===== src/rtl/uart_rx_fifo_pkg.sv =====
// Shared definitions for the UART receive FIFO: capture FSM encoding,
// default FIFO depth and the UART baud divider constant.
package uart_rx_fifo_pkg;

    localparam logic ST_IDLE = 1'b0;
    localparam logic ST_ACK  = 1'b1;

    typedef enum logic {
        IDLE = ST_IDLE,
        ACK  = ST_ACK
    } cap_state_e;

    localparam int FIFO_DEPTH = 16;

    // 115200 baud from a 100 MHz system clock
    localparam logic [15:0] UART_DIV = 16'd868;

endpackage : uart_rx_fifo_pkg


===== src/rtl/byte_fifo_ram.sv =====
// DEPTH x 8 storage for the receive FIFO: one synchronous write port and
// one asynchronous read port, so the head byte falls straight through.
module byte_fifo_ram
    import uart_rx_fifo_pkg::*;
#(
    parameter int DEPTH = FIFO_DEPTH,
    parameter int AW    = $clog2(DEPTH)
) (
    input  logic          clk,
    input  logic          we,
    input  logic [AW-1:0] waddr,
    input  logic [7:0]    wdata,
    input  logic [AW-1:0] raddr,
    output logic [7:0]    rdata
);

    logic [7:0] mem [DEPTH];

    // NOTE: the array has no reset; stale contents are never visible because
    // the read side is qualified by occupancy, and leaving it unreset lets it map to RAM.
    always_ff @(posedge clk) begin
        if (we) begin
            mem[waddr] <= wdata;
        end
    end

    assign rdata = mem[raddr];

endmodule : byte_fifo_ram


===== src/rtl/uart_rx_fifo.sv =====
// Captures bytes from the UART receive buffer, acks each one with a single
// cycle pulse, and queues them in a first-word-fall-through FIFO.
module uart_rx_fifo
    import uart_rx_fifo_pkg::*;
#(
    parameter int DEPTH = FIFO_DEPTH,
    parameter int AW    = $clog2(DEPTH)
) (
    input  logic        clk,
    input  logic        rstn,
    input  logic [7:0]  uart_rx_data,
    input  logic        uart_rx_valid,
    output logic        uart_rx_ack,
    output logic [7:0]  m_data,
    output logic        m_valid,
    input  logic        m_ready,
    output logic [AW:0] count,
    output logic        overflow,
    input  logic        ovf_clr
);

    localparam logic [AW:0] FULL = (AW+1)'(DEPTH);

    cap_state_e  state_q, state_d;
    logic        ack_q, ack_d;
    logic [AW:0] wr_ptr_q, wr_ptr_d;
    logic [AW:0] rd_ptr_q, rd_ptr_d;
    logic        overflow_q, overflow_d;

    logic       push, pop, space, wr_en, drop;
    logic [7:0] rd_data;

    // Pointers carry one extra bit so full and empty are distinguishable
    assign count   = wr_ptr_q - rd_ptr_q;
    assign m_valid = (count != '0);
    assign pop     = m_valid & m_ready;
    assign push    = (state_q == IDLE) & uart_rx_valid;
    assign space   = (count < FULL) | pop;
    assign wr_en   = push & space;
    assign drop    = push & ~space;

    // NOTE: every signal assigned here gets a default first, so no latch is inferred.
    always_comb begin
        state_d = state_q;
        ack_d   = 1'b0;
        case (state_q)
            IDLE: begin
                if (uart_rx_valid) begin
                    state_d = ACK;
                    ack_d   = 1'b1;
                end
            end
            ACK:     state_d = IDLE;
            default: state_d = IDLE;
        endcase
    end

    // NOTE: state registers use non-blocking assignments so every flop samples
    // the pre-edge values regardless of block ordering.
    always_ff @(posedge clk or negedge rstn) begin
        if (!rstn) begin
            state_q <= IDLE;
            ack_q   <= 1'b0;
        end else begin
            state_q <= state_d;
            ack_q   <= ack_d;
        end
    end

    always_comb begin
        wr_ptr_d   = wr_ptr_q + (AW+1)'(wr_en);
        rd_ptr_d   = rd_ptr_q + (AW+1)'(pop);
        overflow_d = (overflow_q & ~ovf_clr) | drop;
    end

    always_ff @(posedge clk or negedge rstn) begin
        if (!rstn) begin
            wr_ptr_q   <= '0;
            rd_ptr_q   <= '0;
            overflow_q <= 1'b0;
        end else begin
            wr_ptr_q   <= wr_ptr_d;
            rd_ptr_q   <= rd_ptr_d;
            overflow_q <= overflow_d;
        end
    end

    byte_fifo_ram #(
        .DEPTH (DEPTH),
        .AW    (AW)
    ) u_ram (
        .clk   (clk),
        .we    (wr_en),
        .waddr (wr_ptr_q[AW-1:0]),
        .wdata (uart_rx_data),
        .raddr (rd_ptr_q[AW-1:0]),
        .rdata (rd_data)
    );

    // Empty FIFO presents zero rather than whatever the array happens to hold
    assign m_data      = m_valid ? rd_data : 8'h00;
    assign uart_rx_ack = ack_q;
    assign overflow    = overflow_q;

endmodule : uart_rx_fifo


===== config.mk =====
export PLATFORM = sky130hd
export DESIGN_NAME = uart_rx_fifo
export DESIGN_NICKNAME = d
export VERILOG_FILES = /design/src/rtl/uart_rx_fifo_pkg.sv /design/src/rtl/byte_fifo_ram.sv /design/src/rtl/uart_rx_fifo.sv
export SDC_FILE = /design/constraint.sdc
export NUM_CORES = 1
export LEC_CHECK = 0
export ABC_CLOCK_PERIOD_IN_PS = 3100
export CORE_MARGIN = 4
export CORE_UTILIZATION = 55
export CTS_CLUSTER_SIZE = 10
export DETAILED_ROUTE_END_ITERATION = 16
export DONT_BUFFER_PORTS = 1
export GPL_TIMING_DRIVEN = 0
export MAX_ROUTING_LAYER = met4
export PLACE_DENSITY_LB_ADDON = 0.05
export SYNTH_ARGS = -nofsm -noshare
export SYNTH_HDL_FRONTEND = slang
export SYNTH_SLANG_ARGS = --single-unit
export TNS_END_PERCENT = 1

===== constraint.sdc =====
create_clock -name clk -period 3.1 [get_ports clk]
set_clock_uncertainty 0.2 [all_clocks]
set_input_delay 0.31 -clock clk [delete_from_list [all_inputs] [get_ports clk]]
set_output_delay 0.31 -clock clk [all_outputs]
set_load 0.005 [all_outputs]

# == Yosys cells after proc, flatten, opt, wreduce, memory -nomap -nowiden ==
# Memories as Yosys holds them, arrays and structs flattened.
# Index checks and enable logic that the tools add are counted.
# word_totals
ff_bits,13
ram_bits,128
in_bits,13
output_inout_bits,16
wordCells,27
memories,1
# mem_list
memory,depth,width,rd,rd_clocked_by_memory_dff,write_ports,line_no,text
u_ram.mem,16,8,1,0,1,byte_fifo_ram.sv:17,logic [7:0] mem [DEPTH];
# op_classes
n_addsub,3
magnitude_cmp,1
n_mux,6
bitwise,10
reduce_logical,1
# ops
cell,count
$add A5 B1 Y5,2
$mux W8,1
$and A1 B1 Y1,5
$lt A5 B5 Y1 const B,1
$reduce_bool A5 Y1,1
$sub A5 B5 Y5,1
$mux W1,4
$not A1 Y1,3
$or A1 B1 Y1,2
$pmux W1 S2,1

# == Depth between registers and ports, before layout ==
# Gate-level depths: netlist (run 1).
# depth
ltp_word,7
mapped_depth,14
ltp_nobuf,13

# == Modules after synthesis ==
# Synthesis (run 1) repeated with hierarchy kept, for this count alone.
# unflattened
cells_unflattened,290
hier_area_um2,5719.2
# modules_own_cells
mod,instances,cells_per_inst,area_per_inst_um2,seq_area_each_um2
byte_fifo_ram,1,221,4987.3,3843.7
uart_rx_fifo,1,69,732.0,300.3

# == Least setup slack after synthesis (run 1) ==
# Ideal clock, no wire load.
# synth_path
path_type,register to register
from,reg wr_ptr_q[0]
to,mem u_ram.mem[3][0] (enable)
setup_time_ns,0.383
arrival_ns,2.447
required_time_ns,2.517
path_slack_ns,0.069
path_stages_with_launch,10
path_buffers,0
period_less_slack_ns,3.031
path_cell_list,dfrtp_1 > inv_1 > ha_1 > inv_1 > fa_1 > a21o_1 > a21oi_2 > xnor2_2 > o2111ai_1 > nor3_1
# synth_via
elab_chain_len,7
elab_cells_between_ends,8
cone_classes,add/sub: 1; order compare: 1; mux: 2; bitwise: 3; reduce/logical: 1
# synth_lines
item,line_no,text
"start, declared",uart_rx_fifo.sv:26,"logic [AW:0] wr_ptr_q, wr_ptr_d;"
"start signal, assigned",uart_rx_fifo.sv:82,wr_ptr_q <= wr_ptr_d;
branches (longest 7 deep; another with $sub A5 B5 Y5),n/a,
"end, declared",byte_fifo_ram.sv:17,
# Several ways; the timed one is not identified.

# == Worst setup path after layout (run 1) ==
# layout_path
from,reg wr_ptr_q[0]
to,mem u_ram.mem[2][6] (enable)
# The elaborated chain is that of the path after synthesis.

==> impl_results.md, run 1 <==
* WP buf/inv at 4
* Clock share of power at 0.316
* Placed instance area at 0.00581 mm^2
* Routed Antenna Nets at 0
* Leak pwr at 2.26 nW
* Port Buffers at 0
* Placed Cells at between 400 and 500
* Die W at 109 um
* Post-synthesis sequential area ratio at 0.734
* Main area contributors after synthesis: edfxtp_1, mux4_2, dfrtp_1
* Peak Freq at roughly 0.32 GHz
* Vias in the first global route at ~2900
* Layout Nets at 342
* YS warnings at 0
* Final WL at 11700 um
* Critical path class: reg2reg
* Num CTS Buffers at 17
* Critical Path Stages at 11
* Status: finished, violations left
* Switching part of the total power at 0.319
* Largest area contributor in the netlist: edfxtp_1
* Power Density at between 1000 and 1500 mW/mm^2
* CP Data Arrival Time at 3.14 ns
* Design Area, Final at between 0.006 and 0.007 mm^2
* Routed vias at 2809
* Actual slew at the worst max-slew pin at between 0.8 and 0.9 ns
* Data required time of the worst path at approximately 3.1 ns
* Worst-Skew Late Latency at 0.51 ns
* Gate Count Post-Synth at roughly 280
* R2R setup slack at -0.01 ns
* Routed len/inst at 25.2 um
* Synthesized area at between 0.005 and 0.006 mm^2
* Hold Fails Final Rpt at 0
* Pins over their slew limit at 0
* First-pass GRT wire length at roughly 18000 um
* Critical path's slowest cell: dfrtp_1
* Total gr overflow at 0
* Sequential Power Share at 0.345
* Core ar. at ~0.0099 mm^2
* CP startpoint: wr_ptr_q[0]
* Failing checks: negative setup slack
* Worst Slack Setup Final at -0.0139 ns
* Top delay family on crit path: compound AO/OA/AOI/OAI gates
* Clk slew on worst S/H paths at approximately 0.060 ns
* Pre-Repair DR Iteration Count at 4
* Clock Tree Root: clkbuf_8
* Reg-to-reg startpoint: wr_ptr_q[0]
* Initial core utilization at 0.572
* Logic pwr share at 0.339
* Row count at 36
* Post-route DRC at 0
* Critical Path End: u_ram.mem[2][6]
* HPWL after DPL at 7390 um
* Tcrit/Tclk final at 1.00
* Hold slack at around 0.027 ns
* Period minus WS final at between 3 and 4 ns
* RSZ-0062 raised after global routing: yes
* Most used cell, CP: buf_4
* Synth cell types at 33
* RR Endpoint: u_ram.mem[2][6]
* Number of cells on the worst reg-to-reg path at 11
* Pwr Total at a little under 7 mW
* Number of vias per cell at about 6.0
* Top-area cell type share of the netlist area at 0.681
* Final Setup Violations at 5
* Largest net degree at the start of global routing at 19
* Net Switching at approximately 2.2 mW
* Crit Path Max Fanout at 5
* Starting DRT DRC Count at 129
* Gpl congestion at 0.771
* Startpoint Class: flop
* CTS tree: yes
* # H-tree levels at 4
* Die ar. at 0.0119 mm^2
* Flops & latches, synth at between 100 and 150
* Aggregate global-route resource usage at 0.225
* Max stage delay on crit path at roughly 0.39 ns
* Layout area overhead at 20.2%
* Worst vdd ir at 0.000430 V
* Crit path cell chain: inv_2 > ha_1 > inv_1 > fa_2 > a21o_1 > a21oi_4 > xnor2_4 > buf_4 > o2111ai_2 > nor3_4 > buf_4
* Worst Setup End Kind: flop
* Hold crit path type: in2async
* Antenna violations before repair at 1
* Int Pwr at 4.64 mW
* Die Span Y at 109 um
* Mean Syn Cell Area at between 15 and 20 um^2
* Clock Tree Buf Depth at 2
* CTS sink cnt at 140
* Syn nets at a little over 300
* Slew HR at 0.418
* Top-level port count at 29
* Fraction of layout cells with a size suffix above 1 at 0.297
* Number of max-cap violations at 0
* Final Non-Filler Cells at between 400 and 500
## final cells by class
| class | count | area (um^2) |
|---|---|---|
| antenna | 1 | 2.50 |
| buffer | 10 | 97.6 |
| clock buffer | 18 | 418 |
| clock inverter | 14 | 216 |
| fill | 634 | 3080 |
| inverter | 11 | 41.3 |
| multi-input combinational | 121 | 1510 |
| sequential | 140 | 4140 |
| tap | 133 | 166 |
| timing repair buffer | 19 | 195 |
## synth_stat cells
cell / instances
a21boi_0: 1
a21o_1: 1
a21oi_1: 4
a21oi_2: 5
a22oi_1: 16
buf_12: 1
buf_2: 2
buf_4: 3
buf_6: 2
buf_8: 1
clkbuf_1: 2
dfrtp_1: 12
edfxtp_1: 128
fa_1: 1
ha_1: 8
inv_1: 11
mux4_1: 4
mux4_2: 28
nand2_1: 1
nand2b_1: 3
nand3_1: 4
nor2_1: 19
nor2b_1: 2
nor3_1: 7
nor3b_1: 1
o2111ai_1: 2
o211a_1: 1
o21ai_0: 1
o21ai_1: 2
o32ai_1: 1
xnor2_1: 4
xnor2_2: 1
xor2_1: 4
## what timing repair did
action / 4_1_cts / 5_1_grt
cloned: 1 / 0
setup endpoints to repair: 139 / 138
buffers inserted: 5 / 0
pin swaps: 5 / 2
hold buffers: 13 / 0
gates resized for setup: 31 / 4
endpoints found under the hold margin: 144 / 0
## cells in the final DEF, fill, tap and decap left out, types with 3 or more instances in the layout
master,n
ha_1,8
a22oi_1,16
nor3_1,3
a21oi_2,7
xor2_1,4
dfrtp_1,12
mux4_1,4
clkbuf_16,16
dlygate4sd3_1,13
nand3_1,4
clkbuf_1,3
inv_1,10
clkinvlp_4,3
nor2_1,10
nor2_2,3
nor3_4,3
inv_6,3
nor2_4,6
edfxtp_1,128
buf_4,6
xnor2_1,4
mux4_2,28
nand2b_1,3
bufinv_16,5
## worst reg2reg max path, stage by stage, from the launching register on
cell       delay (ns)
dfrtp_1          0.39
inv_2            0.09
ha_1             0.17
inv_1            0.06
fa_2             0.35
a21o_1           0.21
a21oi_4          0.17
xnor2_4          0.17
buf_4            0.18
o2111ai_2        0.33
nor3_4           0.31
buf_4            0.19
## logic make-up (layout without fill, tap and decap cells)
kind of cell / count (synthesis) / after routing / share of synthesized area
DFF: 140 / 140 / 0.734
and+or+nand+nor: 37 / 37 / 0.0299
AOI/OAI and AO/OA: 34 / 34 / 0.0443
muxes: 32 / 32 / 0.130
buffers and inverters: 22 / 72 / 0.0246
adders and majority gates: 9 / 9 / 0.0213
xor gates and xnor gates: 9 / 9 / 0.0153
other: 0 / 1 / 0
## metal layers
layer,up-vias,track usage,part of all wire
met2,79,0.339,0.49
met4,0,0.0703,0.012
met3,14,0.0587,0.068
met1,1481,0.305,0.43
met5,-,-,0
li1,1235,-,-
## through the flow
| stage | TNS [ns] | utilization | setup slack, ns |
|---|---|---|---|
| 2_1_floorplan | 0 | - | 0.0691 |
| 3_3_place_gp | -35.02 | 0.589 | -0.630 |
| 3_5_place_dp | -39.30 | 0.589 | -0.707 |
| 4_1_cts | 0 | 0.686 | 0.00324 |
| 5_1_grt | -11.70 | 0.688 | -0.193 |
| 6_report | -0.0546 | 0.688 | -0.0139 |
## registers in the layout, summed over array words and instances, names as in the netlist
register / flops
overflow: 1
uart_rx_ack: 1
rd_ptr_q: 5
wr_ptr_q: 5
u_ram.mem: 128
## how the worst min path moves through the flow
stage	startpoint	to	slack, ns	cells past startpoint
floorplan	rstn	overflow	-0.19	0
global placement	rstn	wr_ptr_q[0]	-0.19	0
global route	rstn	wr_ptr_q[0]	0.06	1
detailed placement	rstn	uart_rx_ack	-0.19	0
CTS	rstn	uart_rx_ack	0.03	1
finish	rstn	wr_ptr_q[0]	0.03	1
## power by group through the flow
stage / logic (mW) / registers (mW) / clock network, mW
3_5_place_dp: 1.98 / 2.39 / 0
5_1_grt: 2.50 / 2.37 / 2.27
2_1_floorplan: 1.49 / 2.36 / 0
3_3_place_gp: 1.95 / 2.38 / 0
6_report: 2.31 / 2.35 / 2.16
4_1_cts: 2.32 / 2.35 / 2.18
No activity file was read; power rests on OpenSTA's default activity.
==> inputs of run 2 (changes only) <==
CORE_MARGIN = not set   (was 4)
GPL_ROUTABILITY_DRIVEN = 0   (was not set)
==> run 2 against run 1 <==
The run now ends clean. Largest cell class unchanged. Total power is 2.6% lower. Global-route usage is 2.6 points higher. Count of clock-buffer cells in the layout grew 1. Highest routed layer unchanged. Sequential share of layout area grew 0.33 points. Fmax is 1.5% higher. Flip-flop and latch count unchanged. Wire length decreased by 0.95%. Utilization fell by 0.37 points. Cell count grew 0.64%. Combinational power rose by 3%. Design area down 0.53%. Clock power decreased by 11%.
==> impl_results.md, run 2 (synthesis results as in run 1) <==
* Hold crit path type: in2async
* Status: complete, no violations
* Gr busiest metal: met2
* Leak pwr at 2.24 nW (-0.57%)
* Pins over their slew limit at 0 (unchanged)
* Largest net degree at the start of global routing at 19 (unchanged)
* Fraction of layout cells with a size suffix above 1 at 0.318 (+0.0202)
* Met2 GRT Util at 0.379 (+0.0395)
* Data required time of the worst path at 3.10 ns (-0.02 ns)
* Hold Fails Final Rpt at 0 (unchanged)
* First-pass GRT wire length at 17000 um (-4.8%)
* Period minus WS final at 3.07 ns (-0.0452 ns)
* Initial core utilization at 0.572 (unchanged)
* Final Setup Violations at 0 (-5)
* Final Core Density at 0.684 (-0.00368)
* Antenna violations before repair at 0 (-1)
* Vias in the first global route at 2801 (-3.1%)
* Pwr Total at 6.65 mW (-2.6%)
* CP Data Arrival Time at 3.07 ns (-0.07 ns)
* CTS sink cnt at 140 (unchanged)
* CTS tree: yes
* Port Buffers at 0 (unchanged)
* Worst-Skew Late Latency at 0.51 ns (about the same)
* Hold slack at 0.0271 ns (-0.000251 ns)
* Die W at 103 um (-5.5%)
* Critical path class: reg2reg
* Top-level port count at 29 (unchanged)
* Actual slew at the worst max-slew pin at 0.787 ns (-0.0827 ns)
* Commonest non-fill, non-tap cell in the layout: edfxtp_1
* Routed len/inst at 24.8 um (-1.6%)
* Commonest non-fill, non-tap cells in the layout: edfxtp_1, mux4_2, a22oi_1, clkbuf_16, dlygate4sd3_1
* Die Span Y at 103 um (-5.5%)
* HPWL after DPL at 7230 um (-2.2%)
* Row count at 36 (unchanged)
* GR Util met3 at 0.0565 (-0.00227)
* Crit Path Max Fanout at 8 (+3)
* Startpoint Class: flop
* Pre-Repair DR Iteration Count at 5 (+1)
* # H-tree levels at 4 (unchanged)
* Total gr overflow at 0 (unchanged)
* Number of max-cap violations at 0 (unchanged)
* Clk slew on worst S/H paths at 0.06 ns (about the same)
* Worst Setup End Kind: flop
* Setup tns final at 0 ns (+0.0546 ns)
* Slew HR at 0.473 (+0.0553)
* Clock Tree Buf Depth at 2 (unchanged)
* Final WL at 11600 um (-0.95%)
* Core ar. at 0.00986 mm^2 (unchanged)
* Top flop regs: u_ram.mem x128, rd_ptr_q x5, wr_ptr_q x5
* Routed vias at 2783 (-0.93%)
* Number of vias per cell at 5.92 (-1.6%)
* Aggregate global-route resource usage at 0.251 (+0.0264)
* Post-route DRC at 0 (unchanged)
* RSZ-0062 raised after global routing: yes
* Tcrit/Tclk final at 0.990 (-0.0146)
* Worst vdd ir at 0.000477 V (+11%)
* Met1 Usage GRT at 0.345 (+0.0399)
* Max reg flops at 128 (unchanged)
* Clock Tree Root: clkbuf_8
* Peak Freq at 0.326 GHz (+1.5%)
* Layout area overhead at 19.6%
* Layout Nets at 346 (+1.2%)
* Power Density at 984 mW/mm^2 (-2.1%)
* Num CTS Buffers at 17 (unchanged)
* Die ar. at 0.0107 mm^2 (-11%)
* Starting DRT DRC Count at 187 (+45%)
* Diode count at 0 (-1)
* Routed Antenna Nets at 0 (unchanged)
* Biggest register: u_ram.mem
## run 2: final cells by class
cell class / count / area [um^2]
well taps: 133 / 166
clock buffers: 19 / 422
repair buffers: 23 / 211
flip-flops and latches: 140 / 4140
multi-input cells: 121 / 1520
fillers: 648 / 3110
inverters: 11 / 41.3
clock inverters: 13 / 150
plain buffers: 10 / 97.6
## run 2: power breakdown
group / switching, mW / total (mW) / internal [mW]
registers: 0.0950 / 2.35 / 2.25
clock network: 0.716 / 1.93 / 1.21
logic: 1.33 / 2.37 / 1.03
## run 2: routing by layer
layer | part of all wire | routed length (um) | vias to the layer above
met4 | 0.0060 | 70 | 0
li1 | - | - | 1237
met2 | 0.51 | 5890 | 71
met3 | 0.049 | 574 | 4
met1 | 0.44 | 5100 | 1471
met5 | 0 | 0 | -
## run 2: repair_timing
action                     in CTS  in global routing
hold buffers                   14                  0
pin swaps                       6                  2
setup buffers                   8                  0
setup endpoints to repair     139                 77
gates resized for setup        32                 10
cloned                          1                  0
hold endpoints to repair      144                  0
## run 2: worst max-delay path, stage by stage, from the launching register on
cell,delay (ns)
dfrtp_1,0.39
inv_2,0.07
ha_2,0.17
inv_1,0.05
fa_2,0.35
a21o_1,0.19
a21oi_4,0.19
xnor2_4,0.16
buf_4,0.19
o2111ai_2,0.32
nor3_4,0.25
buf_4,0.21
## run 2: metrics by stage
stage	cells	area [um^2]	setup slack (ns)
CTS	470	6720	0.0111
detailed placement	416	5810	-0.733
finish	470	6750	0.0312
floorplan	283	5640	0.0691
global placement	416	5810	-0.633
global route	470	6750	-0.0947
## run 2: path summary, 6_finish.rpt
path	from	to	slack, ns	cells past startpoint
max reg2reg	wr_ptr_q[0]	u_ram.mem[2][7]	0.03	11
max	wr_ptr_q[0]	u_ram.mem[2][7]	0.03	11
max in group asynchronous	rstn	wr_ptr_q[0]	2.31	1
min in group clk	m_ready	overflow	0.28	2
min reg2reg	rd_ptr_q[4]	rd_ptr_q[4]	0.30	1
min	rstn	wr_ptr_q[2]	0.03	1
==> inputs of run 3 (changes only) <==
SKIP_LAST_GASP = 1   (was not set)
SLEW_MARGIN = 20   (was not set)
==> run 3 against run 2 <==
The flow now finishes with violations (negative setup slack). Non-clock buffer count decreased by 4. Design area fell by 1.6%. Fmax decreased by 1.8%. Global-route usage fell by 0.45 points. Largest power group is now sequential cells. Register-to-register slack lost 0.06 ns.
==> impl_results.md, run 3 (synthesis results as in run 1) <==
* Number of cells on the worst reg-to-reg path at 11 (unchanged)
* Crit path cell chain: inv_2 > ha_1 > inv_1 > fa_2 > a21o_1 > a21oi_4 > xnor2_4 > buf_4 > o2111ai_2 > nor3_4 > buf_4
* Layout Nets at 342 (-1.2%)
* Biggest register: u_ram.mem
* Top flop regs: u_ram.mem x128, rd_ptr_q x5, wr_ptr_q x5
* Number of max-cap violations at 0 (unchanged)
* R2R setup slack at -0.03 ns (-0.06 ns)
* Pwr Total at 6.37 mW (-4.2%)
* Logic pwr share at 0.352 (-0.004)
* Clk slew on worst S/H paths at 0.06 ns (about the same)
* Critical path class: reg2reg
* Tcrit/Tclk final at 1.01 (+0.0183)
* Placed instance area at 0.00583 mm^2 (+0.34%)
* Port Buffers at 0 (unchanged)
* Antenna violations before repair at 0 (unchanged)
* HPWL after DPL at 7200 um (-0.52%)
* Aggregate global-route resource usage at 0.246 (-0.00448)
* Power Density at 959 mW/mm^2 (-2.6%)
* Crit Path Max Fanout at 8 (unchanged)
* Critical Path End: u_ram.mem[2][0]
* Actual slew at the worst max-slew pin at 0.787 ns (-0.000654 ns)
* Top sig layer: met4
* Multi-input logic area at 0.00150 mm^2 (-1.2%)
* Diode count at 0 (unchanged)
* Fraction of layout cells with a size suffix above 1 at 0.297 (-0.0202)
* Hold crit path type: in2async
* WP buf/inv at 4 (unchanged)
* Row count at 36 (unchanged)
* Switching part of the total power at 0.330 (+0.00755)
* Most used cell, CP: buf_4
* Core ar. at 0.00986 mm^2 (unchanged)
* Sequential Power Share at 0.370 (+0.017)
* Layout area overhead at 17.7%
* Critical Path Stages at 11 (unchanged)
* Pre-CTS setup slack at -0.349 ns (+0.383 ns)
* Die Span Y at 103 um (unchanged)
* Status: finished, violations left
* Peak Freq at 0.320 GHz (-1.8%)
* Pins over their slew limit at 0 (unchanged)
* Clock Tree Buf Depth at 2 (unchanged)
* Routed len/inst at 24.6 um (-0.64%)
* Starting DRT DRC Count at 138 (-26%)
* Top delay family on crit path: compound AO/OA/AOI/OAI gates
* First-pass GRT wire length at 16800 um (-1.1%)
* Net Switching at 2.10 mW (-2.0%)
* Commonest non-fill, non-tap cells in the layout: edfxtp_1, mux4_2, a22oi_1, clkbuf_16, dlygate4sd3_1
* Worst Slack Setup Final at -0.0255 ns (-0.0568 ns)
* Largest net degree at the start of global routing at 17 (-2)
* Commonest non-fill, non-tap cell in the layout: edfxtp_1
* RSZ-0062 raised after global routing: yes
* Number of vias per cell at 5.91 (-0.23%)
* Routed wl met3 at 732 um (+28%)
* Int Pwr at 4.26 mW (-5.3%)
* Routed vias at 2753 (-1.1%)
* Design Area, Final at 0.00664 mm^2 (-1.6%)
* # H-tree levels at 4 (unchanged)
* Final WL at 11500 um (-1.5%)
* Die W at 103 um (unchanged)
* RR Endpoint: u_ram.mem[2][0]
* Failing checks: negative setup slack
* Leak pwr at 2.20 nW (-2.1%)
* Clock share of power at 0.278 (-0.012)
* Routed wl met2 at 5630 um (-4.4%)
* CTS tree: yes
* Vias in the first global route at 2769 (-1.1%)
* Critical path's slowest cell: dfrtp_1
* Max reg flops at 128 (unchanged)
* Worst-Skew Late Latency at 0.51 ns (about the same)
* Final Setup Violations at 15 (+15)
* Top-level port count at 29 (unchanged)
* M1 WL at 4980 um (-2.4%)
* Clock Tree Root: clkbuf_8
* Num CTS Buffers at 17 (unchanged)
* Fillers at 650 (+0.31%)
* CTS sink cnt at 140 (unchanged)
* Die ar. at 0.0107 mm^2 (unchanged)
* Register Area at 0.00414 mm^2 (unchanged)
* Worst vdd ir at 0.000423 V (-11%)
* Pre-Repair DR Iteration Count at 4 (-1)
* Slew HR at 0.474 (about the same)
* Hold Fails Final Rpt at 0 (unchanged)
* Max stage delay on crit path at 0.42 ns (+0.03 ns)
* Period minus WS final at 3.13 ns (+0.0568 ns)
* CP startpoint: wr_ptr_q[0]
* Reg-to-reg startpoint: wr_ptr_q[0]
* Worst Setup End Kind: flop
* Total gr overflow at 0 (unchanged)
* Post-route DRC at 0 (unchanged)
* CP Data Arrival Time at 3.14 ns (+0.07 ns)
* Routed Antenna Nets at 0 (unchanged)
* Initial core utilization at 0.572 (unchanged)
* Data required time of the worst path at 3.11 ns (about the same)
* Startpoint Class: flop
-- run 3: final cells by class --
| class | instances | share of cell area |
|---|---|---|
| clock inverter | 15 | 0.0162 |
| sequential | 140 | 0.624 |
| multi-input combinational | 121 | 0.226 |
| buffer | 10 | 0.0141 |
| timing repair buffer | 19 | 0.0264 |
| tap | 133 | 0.0251 |
| inverter | 11 | 0.00622 |
| clock buffer | 17 | 0.0624 |
-- run 3: how the worst min path moves through the flow --
stage,from,to,slack (ns)
floorplan,rstn,overflow,-0.19
global placement,rstn,uart_rx_ack,-0.19
detailed placement,rstn,uart_rx_ack,-0.19
CTS,rstn,rd_ptr_q[1],0.04
global route,rstn,wr_ptr_q[3],0.06
finish,rstn,wr_ptr_q[0],0.02
-- run 3: per-stage QoR --
stage / utilization / hold slack [ns] / std cells / TNS (ns)
floorplan: - / -0.186 / 283 / 0
global placement: 0.589 / -0.185 / 416 / -35.38
detailed placement: 0.591 / -0.185 / 416 / -29.92
CTS: 0.672 / 0.0388 / 466 / -13.62
global route: 0.673 / 0.0593 / 466 / -13.32
finish: 0.673 / 0.0236 / 466 / -0.251
-- run 3: metal layers --
layer / vias to the layer above / global-route usage
met5: - / -
met4: 0 / 0.0813
met3: 9 / 0.0578
met2: 69 / 0.368
met1: 1443 / 0.340
li1: 1232 / -
-- run 3: power groups by stage --
stage,clock network [mW],logic [mW],registers (mW)
3_5_place_dp,0,1.98,2.39
5_1_grt,1.86,2.43,2.38
2_1_floorplan,0,1.49,2.36
3_3_place_gp,0,1.94,2.38
6_report,1.77,2.24,2.36
4_1_cts,1.78,2.25,2.35
-- run 3: timing repair --
action                                  CTS  global route
hold endpoints to repair                144             0
endpoints found under the setup margin  139           144
pin swaps                                 4             2
hold buffers                             13             0
setup buffers                             5             1
gates resized for setup                  23             7
